**config.mk**
```make
export PLATFORM = sky130hd
export DESIGN_NAME = tt_sel_seq
export DESIGN_NICKNAME = d
export VERILOG_FILES = /design/src/rtl/tt_sel_seq.sv
export SDC_FILE = /design/constraint.sdc
export NUM_CORES = 1
export LEC_CHECK = 0
export CORE_MARGIN = 5
export CORE_UTILIZATION = 56
export DETAILED_ROUTE_END_ITERATION = 12
export PLACE_DENSITY = 0.84
export SLEW_MARGIN = 10
export SYNTH_ARGS = -nofsm -noshare
export SYNTH_HDL_FRONTEND = slang
export SYNTH_SLANG_ARGS = --single-unit
```
**constraint.sdc**
```tcl
create_clock -name clk -period 3.4 [get_ports clk]
set_input_delay 0.68 -clock clk [delete_from_list [all_inputs] [get_ports clk]]
set_output_delay 0.68 -clock clk [all_outputs]
set_load 0.05 [all_outputs]
```
**src/rtl/tt_sel_seq.sv**
```systemverilog
// tt_sel_seq: drives the ctrl_sel_rst_n / ctrl_sel_inc / ctrl_ena design-selection protocol.
// Optional TT_SEL_SKIP_EN: step forward from the current address instead of resetting the counter.
module tt_sel_seq #(
    parameter int ADDR_W    = 10,
    parameter int RST_CYC   = 4,
    parameter int PULSE_CYC = 2
) (
    input  logic              clk,
    input  logic              rst_n,
    input  logic              i_req_valid,
    input  logic [ADDR_W-1:0] i_req_addr,
    output logic              o_req_ready,
    output logic              o_busy,
    output logic              o_done,
    output logic [ADDR_W-1:0] o_cur_addr,
    output logic              o_ctrl_sel_rst_n,
    output logic              o_ctrl_sel_inc,
    output logic              o_ctrl_ena
);
    localparam int MX = RST_CYC > PULSE_CYC ? RST_CYC : PULSE_CYC;
    localparam int CW = $clog2(MX + 1);

    typedef enum logic [2:0] {S_IDLE, S_DIS, S_RST, S_GAP, S_HI, S_LO} state_t;

    state_t            r_state, w_nxt;
    logic [CW-1:0]     r_cnt;
    logic [ADDR_W-1:0] r_tgt, r_cur;
    logic              r_ready, r_done, r_sel_rst_n, r_inc, r_ena;
    logic              w_accept, w_last_rst, w_last_pul, w_more;

    assign w_accept   = i_req_valid && r_ready;
    assign w_last_rst = r_cnt == CW'(RST_CYC - 1);
    assign w_last_pul = r_cnt == CW'(PULSE_CYC - 1);
    // remaining steps are tracked implicitly as the gap between cur and target
    assign w_more     = r_cur != r_tgt;

    always_comb begin
        w_nxt = r_state;
        case (r_state)
            S_IDLE: w_nxt = w_accept ? S_DIS : S_IDLE;
`ifdef TT_SEL_SKIP_EN
            S_DIS:  w_nxt = r_tgt < r_cur ? S_RST : (w_more ? S_HI : S_IDLE);
`else
            S_DIS:  w_nxt = S_RST;
`endif
            S_RST:  w_nxt = w_last_rst ? S_GAP : S_RST;
            S_GAP:  w_nxt = w_last_pul ? (w_more ? S_HI : S_IDLE) : S_GAP;
            S_HI:   w_nxt = w_last_pul ? S_LO : S_HI;
            S_LO:   w_nxt = w_last_pul ? (w_more ? S_HI : S_IDLE) : S_LO;
            default: w_nxt = S_IDLE;
        endcase
    end

    // outputs are registered from the next state so they line up with it
    always_ff @(posedge clk or negedge rst_n) begin
        if (!rst_n) begin
            r_state     <= S_IDLE;
            r_cnt       <= '0;
            r_tgt       <= '0;
            r_cur       <= '0;
            r_ready     <= 1'b0;
            r_done      <= 1'b0;
            r_sel_rst_n <= 1'b0;
            r_inc       <= 1'b0;
            r_ena       <= 1'b0;
        end else begin
            r_state     <= w_nxt;
            r_cnt       <= (w_nxt != r_state || r_state == S_IDLE) ? '0 : r_cnt + CW'(1);
            if (w_accept) r_tgt <= i_req_addr;
            if (w_nxt == S_RST) r_cur <= '0;
            else if (w_nxt == S_HI && r_state != S_HI) r_cur <= r_cur + ADDR_W'(1);
            r_ready     <= w_nxt == S_IDLE;
            r_done      <= w_nxt == S_IDLE && r_state != S_IDLE;
            r_sel_rst_n <= w_nxt != S_RST;
            r_inc       <= w_nxt == S_HI;
            r_ena       <= w_nxt == S_IDLE && (r_ena || r_state != S_IDLE);
        end
    end

    assign o_req_ready      = r_ready;
    assign o_busy           = !r_ready;
    assign o_done           = r_done;
    assign o_cur_addr       = r_cur;
    assign o_ctrl_sel_rst_n = r_sel_rst_n;
    assign o_ctrl_sel_inc   = r_inc;
    assign o_ctrl_ena       = r_ena;
endmodule

```
After elaboration in Yosys (flattened, before gate mapping). Index checks and enable logic that the tools add are counted.

Add/sub/neg operators: 2. Equal/unequal tests: 13. Multiplexer cells: 10. Reduce and logical (&&, ||, !) cells: 11.

Operators by type and width (number): $mux 10 (2); $pmux 3 s6 (1); $eq 3x2->1 const B (4); $mux 3 (4); $add 10x1->10 const B (1); $ne 10x10->1 (1); $eq 3x3->1 const B (3); $eq 3x1->1 const B (2); $logic_not 3->1 (2); $logic_and 1x1->1 (4); $add 3x1->3 const B (1); $mux 1 (3); $ne 3x2->1 const B (1); $ne 3x3->1 (1); $ne 3x3->1 const B (1); $reduce_bool 3->1 (1); $logic_or 1x1->1 (2); $reduce_bool 2->1 (1); $logic_not 1->1 (1).

Flip-flop bits (word level): 31. Input bits: 13. Output and inout port bits: 16.

Longest topological paths before layout.
Depth after elaboration: 8. Depth in mapped cells: 9. Depth with buffers taken out: 8.

Worst setup path after synthesis. Ideal clock, no wire load.

Kind: register to register. Start point: register r_cur[4], in the netlist o_cur_addr[4]. End point: register r_cur[0], in the netlist o_cur_addr[0]. Arrival: 1927 ps. Setup slack: 1376 ps. Stages on the path, launching flop included: 8. Path buffers: 2. Clock period less this slack: 2024 ps. Path through: dfrtp_1 xor2_1 a2111o_1 nor3_4 buf_6 buf_12 o211ai_1 o31ai_1.

Cells in the longest elaborated chain, start to end: 7. Elaborated cells between the ends (all ways): 10. Those cells by class: eq/ne: 3; mux: 5; reduce/logical: 2.

RTL lines: from (decl) (line 27) `logic [ADDR_W-1:0] r_tgt, r_cur;`; from (signal assigned) (line 71) `else if (w_nxt == S_HI && r_state != S_HI) r_cur <= r_cur + ADDR_W'(1);`; $ne 10x10->1 * (line 35) `assign w_more = r_cur != r_tgt;`; $mux 3 * (line 47, 49); $mux 3 (on tied branches) (line 49, 47); $pmux 3 s6 * (line 39) `case (r_state)`; $eq 3x3->1 (line 71); $logic_and 1x1->1 (line 71); $reduce_bool 2->1 (no line).

Every way passes the cells marked *; elsewhere a longest branch is shown, timed or not. A chain may end at the register's enable or synchronous reset.

Worst setup path in the final report.
Start point: register r_cur[2], in the netlist o_cur_addr[2]. End point: output o_cur_addr[2].

RTL lines: to (decl) (line 15) `output logic [ADDR_W-1:0] o_cur_addr,`.

No word-level cell between the ends.

==> results by group <==
Status
  • Status: completed

Pwr
  • Pwr dens: 677 mW/mm^2
  • Sw Share: 0.400
  • NetSw: 527 uW
  • P_leak: 0.000822 uW
  • Worst VDD drop: 0.633 mV
  • Comb power frac: 0.417
  • Int Pwr: 792 uW
  • Part of the power in registers: 0.439
  • Clock power share: 0.143

Clocking
  • Root Buffer Master: clkbuf_4
  • Clock latency on the worst-skew pair: 330 ps
  • Post-CTS Resized: 0
  • Num CTS Buffers: 5
  • CTS clock-pin slew for the worst setup and hold paths: 90 ps
  • Post-CTS Setup Bufs: 0
  • Clk buf depth: 2
  • H-Tree Depth: 2
  • Clk sink count: 31
  • CTS tree: yes
  • Hold_buf cts: 0

Worst setup path
  • Critical Path RT: 2720 ps
  • Worst-path fanout max: 6
  • Crit path buffers/inverters: 1
  • Crit path largest cell delay: 850 ps
  • Startpoint types: flop
  • Slowest CP cell: clkdlybuf4s50_1
  • Crit path DAT: 1680 ps
  • Critical path, cell by cell: clkdlybuf4s50_1
  • Crit path max-delay family: buffers and inverters
  • CP endpoint kind: output pin
  • WS Path Type: flop to output pin

Worst hold path
  • Hold Crit Class: flop to flop

STA
  • Max Clock Freq: 424 MHz
  • Fin crit period: 2360 ps
  • Setup TNS Final: 0 ps
  • Worst rel slew slack: 0.469
  • Final Skew: 11.1 ps
  • Worst Max-Slew Pin Slew: 794 ps
  • RSZ-0062 raised after global routing: false
  • Tcrit/Tclk final: 0.694
  • Fin. Hold Viols: 0
  • Final Max Tran Viols: 0
  • Final setup violation count: 0

Floorplan
  • Die Area: 0.00414 mm^2
  • Die Span Y: 64.3 um
  • Die Wd: 64.3 um
  • Row Count: 19
  • I/O Pins: 29
  • Initial Util: 0.594
  • Core area: 0.00278 mm^2

Layout
  • Fillers: 211
  • Fraction of layout cells with a size suffix above 1: 0.127
  • Commonest non-fill, non-tap cell in the layout: dfrtp_1
  • Multi-input logic area: 776 um^2
  • Antenna cells: 0
  • Most frequent cells in the layout: 31 x dfrtp_1, 28 x clkdlybuf4s50_1, 11 x nand2_1, 11 x mux2_2, 10 x a21oi_1
  • Storage cell area: 776 um^2
  • Layout Nets: 199
  • Non-Filler Instances: 212
  • Area Growth Syn to Fin: 17.9%

Logic synthesis
  • Top post-synthesis cells by area: dfrtp_1 47%, mux2_2 7.5%, xnor2_1 4.2%, a21oi_1 3.0%, ha_1 3.0%
  • Post-synthesis register bit count: 31
  • Avg Cell Area, Syn: 10.7 um^2
  • Synthesized Nets: 171
  • Area share of the leading cell type in the synthesized netlist: 0.469
  • Syn Inst Count: 154
  • Sequential share of the synthesized area: 0.469
  • Yosys warns: 0
  • Cell taking the most area after synthesis: dfrtp_1
  • Mapped Area: 0.00165 mm^2
  • Synth unique cells: 41

Job
  • Max_cap viols: 0

Placed design
  • Placed insts: 206
  • HPWL Detailed: 2.55 mm
  • Number of port buffers: 28
  • Gp weighted congestion: 0.889

Routing
  • Iteration-0 DRC Markers: 59
  • Routed WL: 3.40 mm
  • Drt wl/cell: 16.0 um
  • Drt pass-1 iters: 5
  • Via density per instance: 6.08
  • Final ANT Viol Nets: 0
  • DR DRC count: 0
  • Via count: 1289

Global route
  • Vias in the first global route: 1264
  • Initial antenna violation count: 0
  • First-pass GRT wire length: 5.96 mm
  • Remaining Overflow, GRT: 0
  • GRT Total Usage: 0.184
  • Largest net degree at the start of global routing: 32
final timing paths:
check / end / from / cells past startpoint / slack, ps
worst min-delay path: r_cnt[0]$_DFF_PN0_ / r_cnt[0]$_DFF_PN0_ / 1 / 490
worst max-delay path: o_cur_addr[2] / o_cur_addr[2]$_DFFE_PN0P_ / 1 / 1040
worst max register to register: o_cur_addr[9]$_DFFE_PN0P_ / o_cur_addr[4]$_DFFE_PN0P_ / 5 / 1200
worst min register to register: r_cnt[0]$_DFF_PN0_ / r_cnt[0]$_DFF_PN0_ / 1 / 490
max in group asynchronous: r_tgt[1]$_DFFE_PN0P_ / rst_n / 2 / 2370
min in group asynchronous: r_cnt[2]$_DFF_PN0_ / rst_n / 2 / 730
final cells by class:
class / count / area share
inverters: 8 / 0.0154
flip-flops and latches: 31 / 0.398
repair buffers: 29 / 0.148
multi-input cells: 107 / 0.398
clock buffers: 6 / 0.0212
well taps: 31 / 0.0199
metal layers:
layer / global-route usage / vias to the layer above / wire [um]
li1: - / 615 / -
met1: 0.230 / 618 / 1500
met2: 0.290 / 49 / 1600
met3: 0.0683 / 7 / 251
met4: 0.0662 / 0 / 51
met5: 0 / - / 0
logic make-up after synthesis:
kind of cell,synth area share
XOR/XNOR,0.0583
adder cells (fa/ha/maj),0.0303
AND/OR/NAND/NOR,0.165
flip-flops,0.469
AO/OA/AOI/OAI,0.135
buffers and inverters,0.0613
multiplexers,0.0810
power by group through the flow:
stage          sequential, uW  combinational [uW]  clock [uW]
2_1_floorplan             621                 378           0
3_3_place_gp              576                 533           0
3_5_place_dp              587                 554           0
4_1_cts                   579                 556         193
5_1_grt                   597                 610         215
6_report                  579                 551         189
Yosys cell counts, drive strengths merged:
| master | instances |
|---|---|
| nor2b | 2 |
| xor2 | 3 |
| a2111o | 2 |
| o211ai | 2 |
| mux2 | 11 |
| a21o | 1 |
| mux2i | 1 |
| buf | 6 |
| dfrtp | 31 |
| nand3 | 1 |
| clkbuf | 2 |
| and2 | 3 |
| o21a | 2 |
| nand2 | 11 |
| o31ai | 5 |
| nand4 | 6 |
| o31a | 1 |
| and3b | 1 |
| or3 | 4 |
| a32oi | 1 |
| o21ai | 6 |
| xnor2 | 8 |
| inv | 8 |
| o2bb2ai | 1 |
| ha | 4 |
| or4 | 3 |
| nor4 | 1 |
| a22oi | 1 |
| nand2b | 1 |
| nor3 | 4 |
| and2b | 1 |
| a21oi | 10 |
| and3 | 3 |
| nor2 | 7 |
flip-flops by register name, summed over array words and instances, names as in the netlist:
name and flops:
o_ctrl_ena 1, o_ctrl_sel_inc 1, o_ctrl_sel_rst_n 1, o_cur_addr 10, o_done 1, o_req_ready 1
r_cnt 3, r_state 3, r_tgt 10
through the flow:
stage | utilization | hold slack (ps) | worst slack (ps) | instance area [um^2] | total power [uW]
floorplan | - | 384 | 1380 | 1650 | 998
global placement | 0.686 | 452 | 1320 | 1910 | 1110
detailed placement | 0.686 | 474 | 1250 | 1910 | 1140
CTS | 0.701 | 485 | 1030 | 1950 | 1330
global route | 0.701 | 502 | 954 | 1950 | 1420
finish | 0.701 | 485 | 1040 | 1950 | 1320
No activity file was read; power rests on OpenSTA's default activity.
